--- src/rtl/con_pkg.sv ---
// Shared definitions for the branch-condition unit: condition codes, FSM states, counter width.
// Latency: n/a (types and constants only).
// Backpressure: n/a.
package con_pkg;

  // Condition codes; 0-3 keep the legacy 2-bit encoding
  localparam logic [3:0] COND_EQ     = 4'b0000;
  localparam logic [3:0] COND_NE     = 4'b0001;
  localparam logic [3:0] COND_GE     = 4'b0010;
  localparam logic [3:0] COND_LT     = 4'b0011;
  localparam logic [3:0] COND_GT     = 4'b0100;
  localparam logic [3:0] COND_LE     = 4'b0101;
  localparam logic [3:0] COND_GEU    = 4'b0110;
  localparam logic [3:0] COND_LTU    = 4'b0111;
  localparam logic [3:0] COND_ALWAYS = 4'b1000;
  localparam logic [3:0] COND_NEVER  = 4'b1001;

  // Width of the optional evaluation counters
  localparam int STAT_W = 16;

  // Two-operand sequencing states
  typedef enum logic {
    ST_IDLE   = 1'b0,
    ST_WAIT_B = 1'b1
  } state_t;

endpackage

--- src/rtl/con_compare.sv ---
// Combinational condition evaluator: a <cond> b over DATA_W bits, flags reserved codes.
// Latency: zero cycles (pure combinational).
// Backpressure: none; result follows inputs.
module con_compare #(
  parameter int DATA_W = 32
) (
  input  logic [DATA_W-1:0] a,
  input  logic [DATA_W-1:0] b,
  input  logic [3:0]        cond,
  output logic              result,
  output logic              reserved
);
  import con_pkg::*;

  logic eq;
  logic lt_s;
  logic lt_u;

  // Three primitive relations; every code is derived from these
  always_comb begin
    eq   = (a == b);
    lt_s = ($signed(a) < $signed(b));
    lt_u = (a < b);
  end

  // Decode the condition code; reserved codes evaluate false and raise reserved
  always_comb begin
    result   = 1'b0;
    reserved = 1'b0;
    case (cond)
      COND_EQ:     result = eq;
      COND_NE:     result = !eq;
      COND_GE:     result = !lt_s;
      COND_LT:     result = lt_s;
      COND_GT:     result = !lt_s && !eq;
      COND_LE:     result = lt_s || eq;
      COND_GEU:    result = !lt_u;
      COND_LTU:    result = lt_u;
      COND_ALWAYS: result = 1'b1;
      COND_NEVER:  result = 1'b0;
      default:     reserved = 1'b1;
    endcase
  end

endmodule

--- src/rtl/con_unit.sv ---
// Branch-condition unit: evaluates ir_cond on bus data (vs 0 or vs a latched operand) into one of NUM_FLAGS flags.
// Latency: flag, done and err become visible one cycle after the con_in edge; con_sel is combinational.
// Backpressure: none; a strobe is accepted every cycle, busy marks a pending second operand. Optional counters: CON_STATS_EN.
module con_unit
  import con_pkg::*;
#(
  parameter int DATA_W    = 32,
  parameter int NUM_FLAGS = 4,
  parameter int SEL_W     = (NUM_FLAGS > 1) ? $clog2(NUM_FLAGS) : 1
) (
  input  logic                 clk,
  input  logic                 clr_n,
  input  logic [DATA_W-1:0]    bus_data,
  input  logic [3:0]           ir_cond,
  input  logic [SEL_W-1:0]     ir_flag_sel,
  input  logic                 two_op,
  input  logic                 con_in,
  input  logic                 con_abort,
  output logic [NUM_FLAGS-1:0] con_out,
  output logic                 con_sel,
  output logic                 busy,
  output logic                 done,
  output logic                 err
`ifdef CON_STATS_EN
  ,
  input  logic                 stat_clr,
  output logic [STAT_W-1:0]    stat_eval,
  output logic [STAT_W-1:0]    stat_true
`endif
);

  state_t                state_q, state_d;
  logic [DATA_W-1:0]     op_a_q, op_a_d;
  logic [NUM_FLAGS-1:0]  flags_q, flags_d;
  logic                  done_q, done_d;
  logic                  err_q, err_d;

  // FSM outputs
  logic                  eval_fire;
  logic                  latch_a;

  // Comparator operands and results
  logic [DATA_W-1:0]     cmp_x;
  logic [DATA_W-1:0]     cmp_y;
  logic                  cmp_result;
  logic                  cmp_reserved;
  logic                  sel_valid;

  // State register
  always_ff @(posedge clk or negedge clr_n) begin
    if (!clr_n) begin
      state_q <= ST_IDLE;
    end else begin
      state_q <= state_d;
    end
  end

  // Next state: abort beats a same-cycle strobe while waiting for operand B
  always_comb begin
    state_d = state_q;
    case (state_q)
      ST_IDLE: begin
        if (con_in && two_op) begin
          state_d = ST_WAIT_B;
        end
      end
      ST_WAIT_B: begin
        if (con_abort || con_in) begin
          state_d = ST_IDLE;
        end
      end
      default: state_d = ST_IDLE;
    endcase
  end

  // FSM outputs: when to evaluate, when to capture operand A, and busy
  always_comb begin
    eval_fire = 1'b0;
    latch_a   = 1'b0;
    busy      = 1'b0;
    case (state_q)
      ST_IDLE: begin
        eval_fire = con_in && !two_op;
        latch_a   = con_in && two_op;
      end
      ST_WAIT_B: begin
        busy      = 1'b1;
        eval_fire = con_in && !con_abort;
      end
      default: begin
        eval_fire = 1'b0;
      end
    endcase
  end

  // Operand steering: single-op compares bus vs 0, two-op compares latched A vs bus
  always_comb begin
    if (state_q == ST_WAIT_B) begin
      cmp_x = op_a_q;
      cmp_y = bus_data;
    end else begin
      cmp_x = bus_data;
      cmp_y = '0;
    end
  end

  con_compare #(
    .DATA_W (DATA_W)
  ) u_compare (
    .a        (cmp_x),
    .b        (cmp_y),
    .cond     (ir_cond),
    .result   (cmp_result),
    .reserved (cmp_reserved)
  );

  // Datapath next values: write only the selected flag, pulse done/err on each evaluation
  always_comb begin
    sel_valid = (int'(ir_flag_sel) < NUM_FLAGS);
    op_a_d    = op_a_q;
    flags_d   = flags_q;
    done_d    = eval_fire;
    err_d     = eval_fire && (cmp_reserved || !sel_valid);
    if (latch_a) begin
      op_a_d = bus_data;
    end
    for (int i = 0; i < NUM_FLAGS; i++) begin
      if (eval_fire && sel_valid && (ir_flag_sel == SEL_W'(i))) begin
        flags_d[i] = cmp_result;
      end
    end
  end

  // Datapath registers
  always_ff @(posedge clk or negedge clr_n) begin
    if (!clr_n) begin
      op_a_q  <= '0;
      flags_q <= '0;
      done_q  <= 1'b0;
      err_q   <= 1'b0;
    end else begin
      op_a_q  <= op_a_d;
      flags_q <= flags_d;
      done_q  <= done_d;
      err_q   <= err_d;
    end
  end

  // Read back the addressed flag; an out-of-range select reads as 0
  always_comb begin
    con_sel = 1'b0;
    for (int i = 0; i < NUM_FLAGS; i++) begin
      if (ir_flag_sel == SEL_W'(i)) begin
        con_sel = flags_q[i];
      end
    end
  end

  assign con_out = flags_q;
  assign done    = done_q;
  assign err     = err_q;

`ifdef CON_STATS_EN
  logic [STAT_W-1:0] stat_eval_q, stat_eval_d;
  logic [STAT_W-1:0] stat_true_q, stat_true_d;

  // Saturating counters, counted at the evaluation edge; clear beats increment
  always_comb begin
    stat_eval_d = stat_eval_q;
    stat_true_d = stat_true_q;
    if (stat_clr) begin
      stat_eval_d = '0;
      stat_true_d = '0;
    end else if (eval_fire) begin
      if (stat_eval_q != {STAT_W{1'b1}}) begin
        stat_eval_d = stat_eval_q + STAT_W'(1);
      end
      if (cmp_result && (stat_true_q != {STAT_W{1'b1}})) begin
        stat_true_d = stat_true_q + STAT_W'(1);
      end
    end
  end

  // Counter registers
  always_ff @(posedge clk or negedge clr_n) begin
    if (!clr_n) begin
      stat_eval_q <= '0;
      stat_true_q <= '0;
    end else begin
      stat_eval_q <= stat_eval_d;
      stat_true_q <= stat_true_d;
    end
  end

  assign stat_eval = stat_eval_q;
  assign stat_true = stat_true_q;
`endif

endmodule
--- config.mk ---
export PLATFORM = sky130hd
export DESIGN_NAME = con_unit
export DESIGN_NICKNAME = d
export VERILOG_FILES = /design/src/rtl/con_pkg.sv /design/src/rtl/con_compare.sv /design/src/rtl/con_unit.sv
export SDC_FILE = /design/constraint.sdc
export NUM_CORES = 1
export LEC_CHECK = 0
export ABC_AREA = 0
export ABC_CLOCK_PERIOD_IN_PS = 3150
export CORE_MARGIN = 2
export CORE_UTILIZATION = 48
export DETAILED_ROUTE_END_ITERATION = 10
export GPL_ROUTABILITY_DRIVEN = 0
export GPL_TIMING_DRIVEN = 0
export MAX_ROUTING_LAYER = met4
export PLACE_DENSITY = 0.77
export RECOVER_POWER = 25
export SLEW_MARGIN = 15
export SYNTH_ARGS = -nofsm -noshare
export SYNTH_HDL_FRONTEND = slang
export SYNTH_SLANG_ARGS = --single-unit
export TNS_END_PERCENT = 5
--- constraint.sdc ---
create_clock -name clk -period 3.15 [get_ports clk]
set_input_delay 0.315 -clock clk [delete_from_list [all_inputs] [get_ports clk]]
set_output_delay 0.315 -clock clk [all_outputs]
set_load 0.01 [all_outputs]
==> results of run 1 <==
==> timing repair <==
action	CTS	global route
pin swaps	4	7
hold endpoints to repair	18	0
setup endpoints to repair	4	4
setup buffers	6	6
hold buffers	1	0
gates resized for setup	12	21
==> power by group through the flow <==
stage / clock, mW / sequential (mW) / combinational [mW]
2_1_floorplan: 0 / 0.652 / 0.364
3_3_place_gp: 0 / 0.650 / 0.543
3_5_place_dp: 0 / 0.658 / 0.564
4_1_cts: 0.348 / 0.647 / 0.581
5_1_grt: 0.361 / 0.662 / 0.689
6_report: 0.333 / 0.649 / 0.621
==> Yosys cell counts, types with 2 or more instances <==
library cell | number | area [sq um]
ha_1 | 32 | 400
o211ai_1 | 2 | 15.0
nand2b_1 | 2 | 12.5
nor2_1 | 10 | 37.5
nand3b_1 | 4 | 30.0
nand4_1 | 4 | 25.0
nor3b_1 | 4 | 30.0
dfrtp_1 | 39 | 976
a21oi_1 | 12 | 60.1
nor3_1 | 2 | 10.0
mux2_2 | 63 | 709
a31oi_1 | 6 | 37.5
clkbuf_1 | 10 | 37.5
nand4_2 | 3 | 37.5
a21o_1 | 2 | 15.0
nand3_1 | 5 | 25.0
xnor2_1 | 2 | 17.5
nand2_1 | 41 | 154
o21ai_0 | 5 | 25.0
==> state kept, by name, summed over array words and instances, names as in the netlist <==
name / cells
con_out: 4
err: 1
state_q: 1
done: 1
op_a_q: 32
==> worst max-delay path, delay by kind of cell (launching register included) <==
family          cells  cell delay [ns]
compound gates      3             0.58
simple gates        3             0.90
flops               1             0.38
mux                 1             0.34
buf+inv             2             0.31
fa+ha+maj           1             0.32
==> logic make-up after synthesis <==
logic type,count (synthesis)
flip-flops,39
XOR/XNOR,2
adder cells (fa/ha/maj),32
AND/OR/NAND/NOR,84
buffers and inverters,12
AO/OA/AOI/OAI,39
multiplexers,65
==> stage by stage <==
| stage | cell area, sq um | hold WS [ns] | util |
|---|---|---|---|
| final | 3800 | 0.504 | 0.646 |
| after floorplan | 2910 | 0.0194 | - |
| after global routing | 3800 | 0.516 | 0.646 |
| after global placement | 3490 | 0.481 | 0.594 |
| after detailed placement | 3520 | 0.301 | 0.597 |
| after CTS | 3690 | 0.505 | 0.628 |
==> layout make-up <==
type / count / area share
multi-input combinational: 222 / 0.519
sequential: 39 / 0.257
clock inverter: 1 / 0.00132
buffer: 11 / 0.0224
clock buffer: 7 / 0.0201
timing repair buffer: 63 / 0.155
inverter: 1 / 0.000987
tap: 75 / 0.0247
==> per-layer routing <==
layer,vias to the layer above,wire length [um]
met5,-,0
met4,0,94
met3,13,269
met2,55,3040
met1,1097,2770
li1,1163,-
==> how the worst max path moves through the flow <==
| stage | startpoint | end | slack (ns) | depth (start not counted) |
|---|---|---|---|---|
| after floorplan | state_q | con_out[0] | 0.11 | 11 |
| after global placement | state_q | con_out[2] | -0.30 | 12 |
| after detailed placement | state_q | con_out[0] | -0.37 | 12 |
| after CTS | state_q | con_out[0] | 0.03 | 11 |
| after global routing | state_q | con_out[0] | 0.003 | 13 |
| final | state_q | con_out[0] | 0.15 | 10 |
==> flow_summary.json, run 1 <==
{
  "finalHoldViolations": 0,
  "grt_max_degree": 22,
  "die_area_sq_um": 6690,
  "drive_above_1_share": 0.311,
  "slew_headroom": 0.200,
  "syn_avg_cell_area_sq_um": 10.6,
  "clkPwrFrac": 0.208,
  "layout_min_cycle_time_ns": 3.00,
  "cts-root-buf": "clkbuf_8",
  "finClkSkew_ns": 0.0103,
  "clkLatencyLatePin_ns": 0.30,
  "r2r_setup_slack_ns": 0.15,
  "synthArstFlopShare": 1.00,
  "htreeDepth": 2,
  "ys_seq_area_frac": 0.336,
  "cts_buffers": 5,
  "synthesis.nets": 348,
  "reg2reg_to": "con_out[0]",
  "synth_cell_types": 44,
  "crit_arrival_ns": 3.15,
  "die_x_um": 81.8,
  "max-cap-violations": 0,
  "synth_xor_area_frac": 0.00603,
  "fmaxAchievable_mhz": 334,
  "timing.critical_path.mode_cell": "buf_6",
  "num_vias": 2328,
  "power.leakage_nw": 1.54,
  "worst_pin_slew_ns": 1.20,
  "hold_path_class": "reg2reg",
  "grt_pass1_wl_um": 10200,
  "start_util": 0.493,
  "grt_antenna_before_repair": 0,
  "finalWirelength_um": 6180,
  "grt_pass1_vias": 2240,
  "endpoint_kind": "flop",
  "worstReg2RegStart": "state_q",
  "cp.required_ns": 3.30,
  "hold-path-cell-count": 1,
  "drc_errors": 0,
  "hold_path_end": "op_a_q[16]",
  "holdCritStartpoint": "op_a_q[16]",
  "fin_nets": 418,
  "path_clk_slew_ns": 0.08,
  "synth_compound_area_frac": 0.0931,
  "synth-main-ff-cell": "dfrtp_1",
  "layout_common_cells": "mux2_2 (63), clkdlybuf4s50_1 (48), nand2_1 (41), dfrtp_1 (39), ha_1 (29)",
  "worstPathCellList": "buf_6 > buf_6 > mux2_2 > ha_1 > nand4_1 > or4_4 > nand3_2 > o221ai_2 > a211oi_2 > a31oi_1",
  "rsz0062_at_grt": "no",
  "viasPerCell": 5.56,
  "reg2regPathDepth": 10,
  "die_h_um": 81.8,
  "p_seq_frac": 0.405,
  "first_pass_iters": 4,
  "io-pin-count": 51,
  "ys_ff_latch": 39,
  "routedWlPerCell_um": 14.8,
  "cts_tree": "yes",
  "synth-edff-count": 0,
  "synth_top_family_by_area": "multiplexers",
  "comb_power_share": 0.387,
  "fill_cells": 458,
  "met3_usage": 0.0319,
  "power_density_nw_per_um2": 422,
  "p_total_mw": 1.60,
  "final_common_cell": "mux2_2",
  "syn-instance-count": 273,
  "hpwl_um": 4550,
  "setup_tns_ns": 0,
  "power.switching_mw": 0.503,
  "finalWorstSetupSlack_ns": 0.155,
  "ant_nets": 0,
  "path_class": "reg2reg",
  "cts_sinks": 39,
  "multiInputGateArea_sq_um": 1970,
  "pre_cts_slack_ns": -0.372,
  "grt_overflow": 0,
  "netlist_area_sq_um": 2900,
  "port_buffers": 49,
  "syn_to_final_growth_pct": 30.9,
  "regArea_sq_um": 976,
  "n_antenna_cell": 0,
  "status": "complete, no violations",
  "fp-row-count": 28,
  "fin_crit_sh": 0.951,
  "path_max_fanout": 10,
  "placedCellCount": 398,
  "synth_simple_gate_area_frac": 0.156,
  "core_area_sq_um": 5890,
  "cts_max_path_buffers": 2,
  "gr-usage-all-layers": 0.203,
  "ys_warn_count": 0,
  "busiest_layer": "met2",
  "grt.met1_usage": 0.247,
  "setup_violations": 0,
  "drt-initial-drc-count": 89,
  "intPower_mw": 1.10,
  "crit_path_start_kind": "flop",
  "slowest_delay_ns": 0.61,
  "crit_slowest_cell": "or4_4",
  "synth_fa_ha_area_frac": 0.138,
  "synth_mux_area_frac": 0.255,
  "finalMaxSlewViolations": 0,
  "switching_share": 0.314,
  "finalNonFillerCells": 419,
  "irDropWorstVdd_mv": 0.228,
  "globalRouteMet2Util": 0.350
}
Power figures use the tool's default switching activity.
==> run 2: changes to the inputs <==
Settings changed: GPL_ROUTABILITY_DRIVEN 0 to unset.
==> results of run 2 <==
Final layout, timing and power as in run 1 (identical DEF).
